### src/rtl/framed_serial_argmax.sv
// Streaming argmax over valid/last framed serial samples; publishes {argmax, max_value}
// with a one-cycle out_valid pulse after the last beat of each frame.
module framed_serial_argmax #(
    parameter int unsigned WIDTH        = 4,
    parameter int unsigned ARGMAX_WIDTH = 5,
    parameter int unsigned SIGNED       = 1,
    parameter int unsigned TIE_LAST     = 0
) (
    input  logic                    clk,
    input  logic                    rst,
    input  logic                    clr,
    input  logic                    in_valid,
    input  logic                    in_last,
    input  logic [WIDTH-1:0]        in,
    output logic                    out_valid,
    output logic [ARGMAX_WIDTH-1:0] argmax,
    output logic [WIDTH-1:0]        max_value,
    output logic                    overflow,
    output logic                    busy
);

    typedef enum logic [0:0] {StFirst, StAcc} state_e;

    localparam logic [ARGMAX_WIDTH-1:0] IdxMax = '1;

    state_e                  state_q, state_d;
    logic [ARGMAX_WIDTH-1:0] idx_q, idx_d;
    logic                    full_q, full_d;
    logic [WIDTH-1:0]        best_val_q, best_val_d;
    logic [ARGMAX_WIDTH-1:0] best_idx_q, best_idx_d;
    logic                    ovf_q, ovf_d;
    logic                    out_valid_d;
    logic [ARGMAX_WIDTH-1:0] argmax_d;
    logic [WIDTH-1:0]        max_value_d;
    logic                    overflow_d;
    logic                    gt, win;

    always_comb begin
        if (SIGNED != 0) begin
            gt = $signed(in) > $signed(best_val_q);
        end else begin
            gt = in > best_val_q;
        end
        win = gt || ((TIE_LAST != 0) && (in == best_val_q));
    end

    always_comb begin
        state_d     = state_q;
        idx_d       = idx_q;
        full_d      = full_q;
        best_val_d  = best_val_q;
        best_idx_d  = best_idx_q;
        ovf_d       = ovf_q;
        out_valid_d = 1'b0;
        argmax_d    = argmax;
        max_value_d = max_value;
        overflow_d  = overflow;

        if (clr) begin
            // Abort discards the partial frame; published outputs are left alone.
            state_d = StFirst;
            idx_d   = '0;
            full_d  = 1'b0;
        end else if (in_valid) begin
            unique case (state_q)
                StFirst: begin
                    best_val_d = in;
                    best_idx_d = '0;
                    idx_d      = ARGMAX_WIDTH'(1);
                    full_d     = 1'b0;
                    ovf_d      = 1'b0;
                    state_d    = in_last ? StFirst : StAcc;
                end
                StAcc: begin
                    if (win) begin
                        best_val_d = in;
                        best_idx_d = idx_q;
                    end
                    // full_q marks that beat IdxMax was already taken; any further beat overflows.
                    if (full_q) begin
                        ovf_d = 1'b1;
                    end
                    if (idx_q == IdxMax) begin
                        full_d = 1'b1;
                    end else begin
                        idx_d = idx_q + ARGMAX_WIDTH'(1);
                    end
                    if (in_last) begin
                        state_d = StFirst;
                    end
                end
                default: state_d = StFirst;
            endcase

            if (in_last) begin
                out_valid_d = 1'b1;
                argmax_d    = best_idx_d;
                max_value_d = best_val_d;
                overflow_d  = ovf_d;
            end
        end
    end

    always_ff @(posedge clk or negedge rst) begin
        if (!rst) begin
            state_q    <= StFirst;
            idx_q      <= '0;
            full_q     <= 1'b0;
            best_val_q <= '0;
            best_idx_q <= '0;
            ovf_q      <= 1'b0;
            out_valid  <= 1'b0;
            argmax     <= '0;
            max_value  <= '0;
            overflow   <= 1'b0;
        end else begin
            state_q    <= state_d;
            idx_q      <= idx_d;
            full_q     <= full_d;
            best_val_q <= best_val_d;
            best_idx_q <= best_idx_d;
            ovf_q      <= ovf_d;
            out_valid  <= out_valid_d;
            argmax     <= argmax_d;
            max_value  <= max_value_d;
            overflow   <= overflow_d;
        end
    end

    assign busy = (state_q == StAcc);

endmodule

### config.mk
export PLATFORM = sky130hd
export DESIGN_NAME = framed_serial_argmax
export DESIGN_NICKNAME = d
export VERILOG_FILES = /design/src/rtl/framed_serial_argmax.sv
export SDC_FILE = /design/constraint.sdc
export NUM_CORES = 1
export LEC_CHECK = 0
export CELL_PAD_IN_SITES_DETAIL_PLACEMENT = 1
export CELL_PAD_IN_SITES_GLOBAL_PLACEMENT = 1
export CORE_ASPECT_RATIO = 1.2
export CORE_UTILIZATION = 39
export CTS_BUF_LIST = sky130_fd_sc_hd__clkbuf_8
export DETAILED_ROUTE_END_ITERATION = 7
export PLACE_DENSITY_LB_ADDON = 0.1
export SYNTH_ARGS = -nofsm -noshare
export SYNTH_HDL_FRONTEND = slang
export SYNTH_SLANG_ARGS = --single-unit
### constraint.sdc
create_clock -name clk -period 1.98 [get_ports clk]
set_clock_uncertainty 0.1 [all_clocks]
set_input_delay 0.396 -clock clk [delete_from_list [all_inputs] [get_ports clk]]
set_output_delay 0.396 -clock clk [all_outputs]
set_load 0.05 [all_outputs]
== Word-level counts from Yosys, hierarchy flattened ==
Index checks and enable logic that the tools add are counted.

* Bits in registers: 28
* Input port bits: 9

* $add $sub $neg: 1
* Order comparisons: 1
* Eq/ne operators: 3
* Muxes and demuxes: 20
* Bitwise gates (word level): 2
* Reductions and logical operators: 5

{| class="wikitable"
|+ Operators with widths
! cell !! count
|-
| $mux 5 || 4
|-
| $pmux 5 s2 || 2
|-
| $mux 1 || 10
|-
| $pmux 4 s2 || 1
|-
| $reduce_and 2->1 || 3
|-
| $add 5x1->5 const B || 1
|-
| $eq 5x5->1 const B || 1
|-
| $gt 4x4->1 || 1
|-
| $mux 4 || 1
|-
| $pmux 1 s2 || 2
|-
| $ne 3x2->1 const B || 1
|-
| $ne 3x3->1 const B || 1
|-
| $reduce_and 3->1 || 1
|-
| $not 1->1 || 2
|-
| $reduce_bool 2->1 || 1
|}

== Depth between registers and ports, before layout ==
* Depth in word-level cells: 5
* Mapped depth: 7

== Least setup slack after synthesis ==
No wires, ideal clock.

* Path kind: in2reg
* From: input port in[2]
* To: register best_val_q[0]
* Setup time: 0.125 ns
* Arrival: 1.797 ns
* Required time: 1.755 ns
* Path slack: -0.042 ns
* Stages on the path: 5
* Path buffers: 0
* Cell sequence: ha_1 a211o_1 o211a_4 o21ai_4 mux2_4

* Longest elaborated chain between the ends: 3

{| class="wikitable"
|+ RTL lines
! element !! RTL line !! text
|-
| from (decl) || 14 || <nowiki>input logic [WIDTH-1:0] in,</nowiki>
|-
| $gt 4x4->1 || 40 || <nowiki>gt = $signed(in) > $signed(best_val_q);</nowiki>
|-
| $mux 4 || 75 || <nowiki>if (win) begin</nowiki>
|-
| $pmux 4 s2 || 65 || <nowiki>unique case (state_q)</nowiki>
|-
| to (signal assigned) || 120 || <nowiki>best_val_q <= best_val_d;</nowiki>
|-
| to (decl) || 29 || <nowiki>logic [WIDTH-1:0] best_val_q, best_val_d;</nowiki>
|}

Every way passes these cells.
A chain may end at the register's enable or synchronous reset.

== Worst setup path after layout ==
* From: register best_val_q[2]
* To: register best_val_q[1]

* Longest elaborated chain between the ends: 3

{| class="wikitable"
|+ RTL lines
! element !! RTL line
|-
| $gt 4x4->1 || 40
|-
| $mux 4 || 75
|-
| $pmux 4 s2 || 65
|}

Every way passes these cells.

==> flow_summary.yaml <==
critical_path:
  cp-start-kind: "flop"
  cp_slowest_cell: "dfrtp_1"
  critPathMaxFanout: 4
  end_kind: "flop"
  arrival_ns: 2.08
  critPathBufInv: 1
  critPathMaxStageDelay_ns: 0.40
  criticalPathCategory: "flop to flop"
  path_cells: "inv_2 > ha_4 > a211o_1 > o211a_4 > o21ai_4 > mux2_4"
  required_ns: 2.05
  crit_family: "compound AO/OA/AOI/OAI gates"
clock_network:
  cts_buffers: 3
  clock_sinks: 28
  insertion_delay_ns: 0.27
  tritoncts: "built"
  path_clk_slew_ns: 0.10
  h-tree-depth: 1
  root_buffer: "clkbuf_8"
  holdBufCountCts: 0
  cts_buffer_depth: 2
final_layout:
  diodes: 0
  nets: 213
  drive_gt1_frac: 0.320
  area_growth_pct: 34.1
  fillers: 423
flow_run:
  max_cap_viol_count: 0
route:
  dr.pass1.iters: 4
  vias: 1343
  drt-initial-drc-count: 40
  drc: 0
  viasPerCell: 5.39
  routed_wl_mm: 4.25
  avgRoutedWirePerCell_um: 17.1
  ant_nets: 0
placed_design:
  dp.final_hpwl_mm: 3.05
  routabilityCongestion: 0.764
  io_buffers: 20
worst_hold_path:
  hold_class: "primary input to flop"
floorplan:
  rows: 24
  io_pins: 21
  die-area_um2: 4140
  die_x_um: 58.9
  core_um2: 3660
  start_util: 0.414
  die_height_um: 70.3
global_routing:
  grt_overflow: 0
  antenna_found_initial: 0
  grt_max_degree: 29
  grt_pass1_vias: 1458
  grt_pass1_wl_mm: 6.84
  track_usage: 0.217
timing:
  rsz0062_at_grt: "true"
  final_hold_viol_count: 0
  holdWs_ns: 0.387
  maxSlewViolCount: 0
  setup_viol: 4
  relSlewSlack: 0.671
  worst_slew_pin_slew_ns: 0.492
  fmax_ghz: 0.497
  fin_tns_setup_ns: -0.0968
  worst_slack_ns: -0.0320
  min_period_ns: 2.01
  period_share: 1.02
synth:
  ys.warnings.count: 0
  synth_area_um2: 1520
  ys.flop_type: "dfrtp_1"
  synth_edf_count: 0
  synth_area_leader_cell: "dfrtp_1"
  synthCells: 161
  ys_top_cells_by_count: "dfrtp_1 (28), nand2_1 (22), nand3_1 (13), a21oi_1 (11), nor2_1 (9)"
  yosys-top-cells-area: "dfrtp_1 (46%), nand2_1 (5.4%), ha_1 (5.0%)"
  post-synth-top-area-fraction: 0.462
  synth_most_common_cell: "dfrtp_1"
  synthArstFlopShare: 1.00
  syn_nets: 176
  synth_seq_area_share: 0.462
  avgSynthCellArea_um2: 9.42
  ys_ff_latch: 28
  synth.distinct_cells: 33
power:
  vdd_drop_max_mv: 0.319
  p_leak_uw: 0.000921
  power_density_nw_per_um2: 802
outcome:
  status: "finished with violations"
  violations: "setup timing"
[what timing repair did]
item,4_1_cts,5_1_grt
gates resized for setup,8,11
pin swaps,5,2
endpoints found under the setup margin,18,15
buffers inserted,3,1
[registers in the layout, indices dropped and copies added (netlist names)]
register	cells
ovf_q	1
full_q	1
best_idx_q	5
busy	1
out_valid	1
max_value	4
argmax	5
best_val_q	4
overflow	1
idx_q	5
[cells by family (layout without fill, tap and decap cells)]
family,Yosys count,after routing,synth area share
AND/OR/NAND/NOR,65,65,0.215
adder cells (fa/ha/maj),6,6,0.0495
flip-flops,28,28,0.462
buffers and inverters,17,53,0.0470
AO/OA/AOI/OAI,41,41,0.187
multiplexers,4,4,0.0396
[power breakdown]
part	leakage (uW)	internal, uW	switching, uW
Sequential	0.000367	616	36.3
Clock	0.0000288	178	182
Combinational	0.000526	272	346
[layout make-up]
cell class | instances | area (um^2) | area share
inverter | 6 | 22.5 | 0.0111
multi-input combinational | 116 | 817 | 0.402
sequential | 28 | 701 | 0.345
clock buffer | 4 | 55.1 | 0.0271
timing repair buffer | 43 | 373 | 0.183
tap | 52 | 65.1 | 0.0320
[routing by layer]
layer	vias up	track usage	share of wire	wire, um
met3	10	0.0222	0.023	97
met5	-	0	0	0
met1	656	0.257	0.42	1780
met2	22	0.394	0.53	2260
li1	655	-	-	-
met4	0	0.0767	0.025	105
[final timing paths]
check / startpoint / to / slack (ns) / cells after the start
max: best_val_q[2] / best_val_q[1] / -0.03 / 6
min: in[0] / best_val_q[0] / 0.39 / 3
max reg2reg: best_val_q[2] / best_val_q[1] / -0.03 / 6
min reg2reg: overflow / overflow / 0.40 / 2
max in group asynchronous: rst / best_idx_q[0] / 1.11 / 2
min in group asynchronous: rst / max_value[0] / 0.40 / 2
[worst register-to-register path, cell delays in order, from the launching register on]
cell,delay (ns)
dfrtp_1,0.40
inv_2,0.08
ha_4,0.20
a211o_1,0.29
o211a_4,0.26
o21ai_4,0.23
mux2_4,0.34
[per-stage QoR]
stage / instances / cell area, um^2 / utilization / power [uW] / worst slack [ns]
final: 249 / 2030 / 0.555 / 1630 / -0.0320
after global routing: 249 / 2030 / 0.555 / 1710 / -0.0561
after detailed placement: 241 / 1870 / 0.511 / 1190 / -0.533
after floorplan: 161 / 1520 / - / 965 / 0.0188
after global placement: 241 / 1870 / 0.511 / 1170 / -0.445
after CTS: 248 / 1970 / 0.538 / 1590 / -0.0585
[placed cells by master (no fill, tap or decap), drive strengths merged, types with 2 or more instances in the layout]
master and count:
clkbuf 4, nand4 5, dlygate4sd2 3, inv 6, nand2 22, o311ai 3, clkdlybuf4s50 5, nor2 9
nor2b 2, a21oi 11, buf 34, a211oi 3, a31oi 4, nand3 13, o211ai 8, o21ai 9
and3 6, and2 2, mux2 4, ha 6, dfrtp 28
No activity file was read; power rests on OpenSTA's default activity.
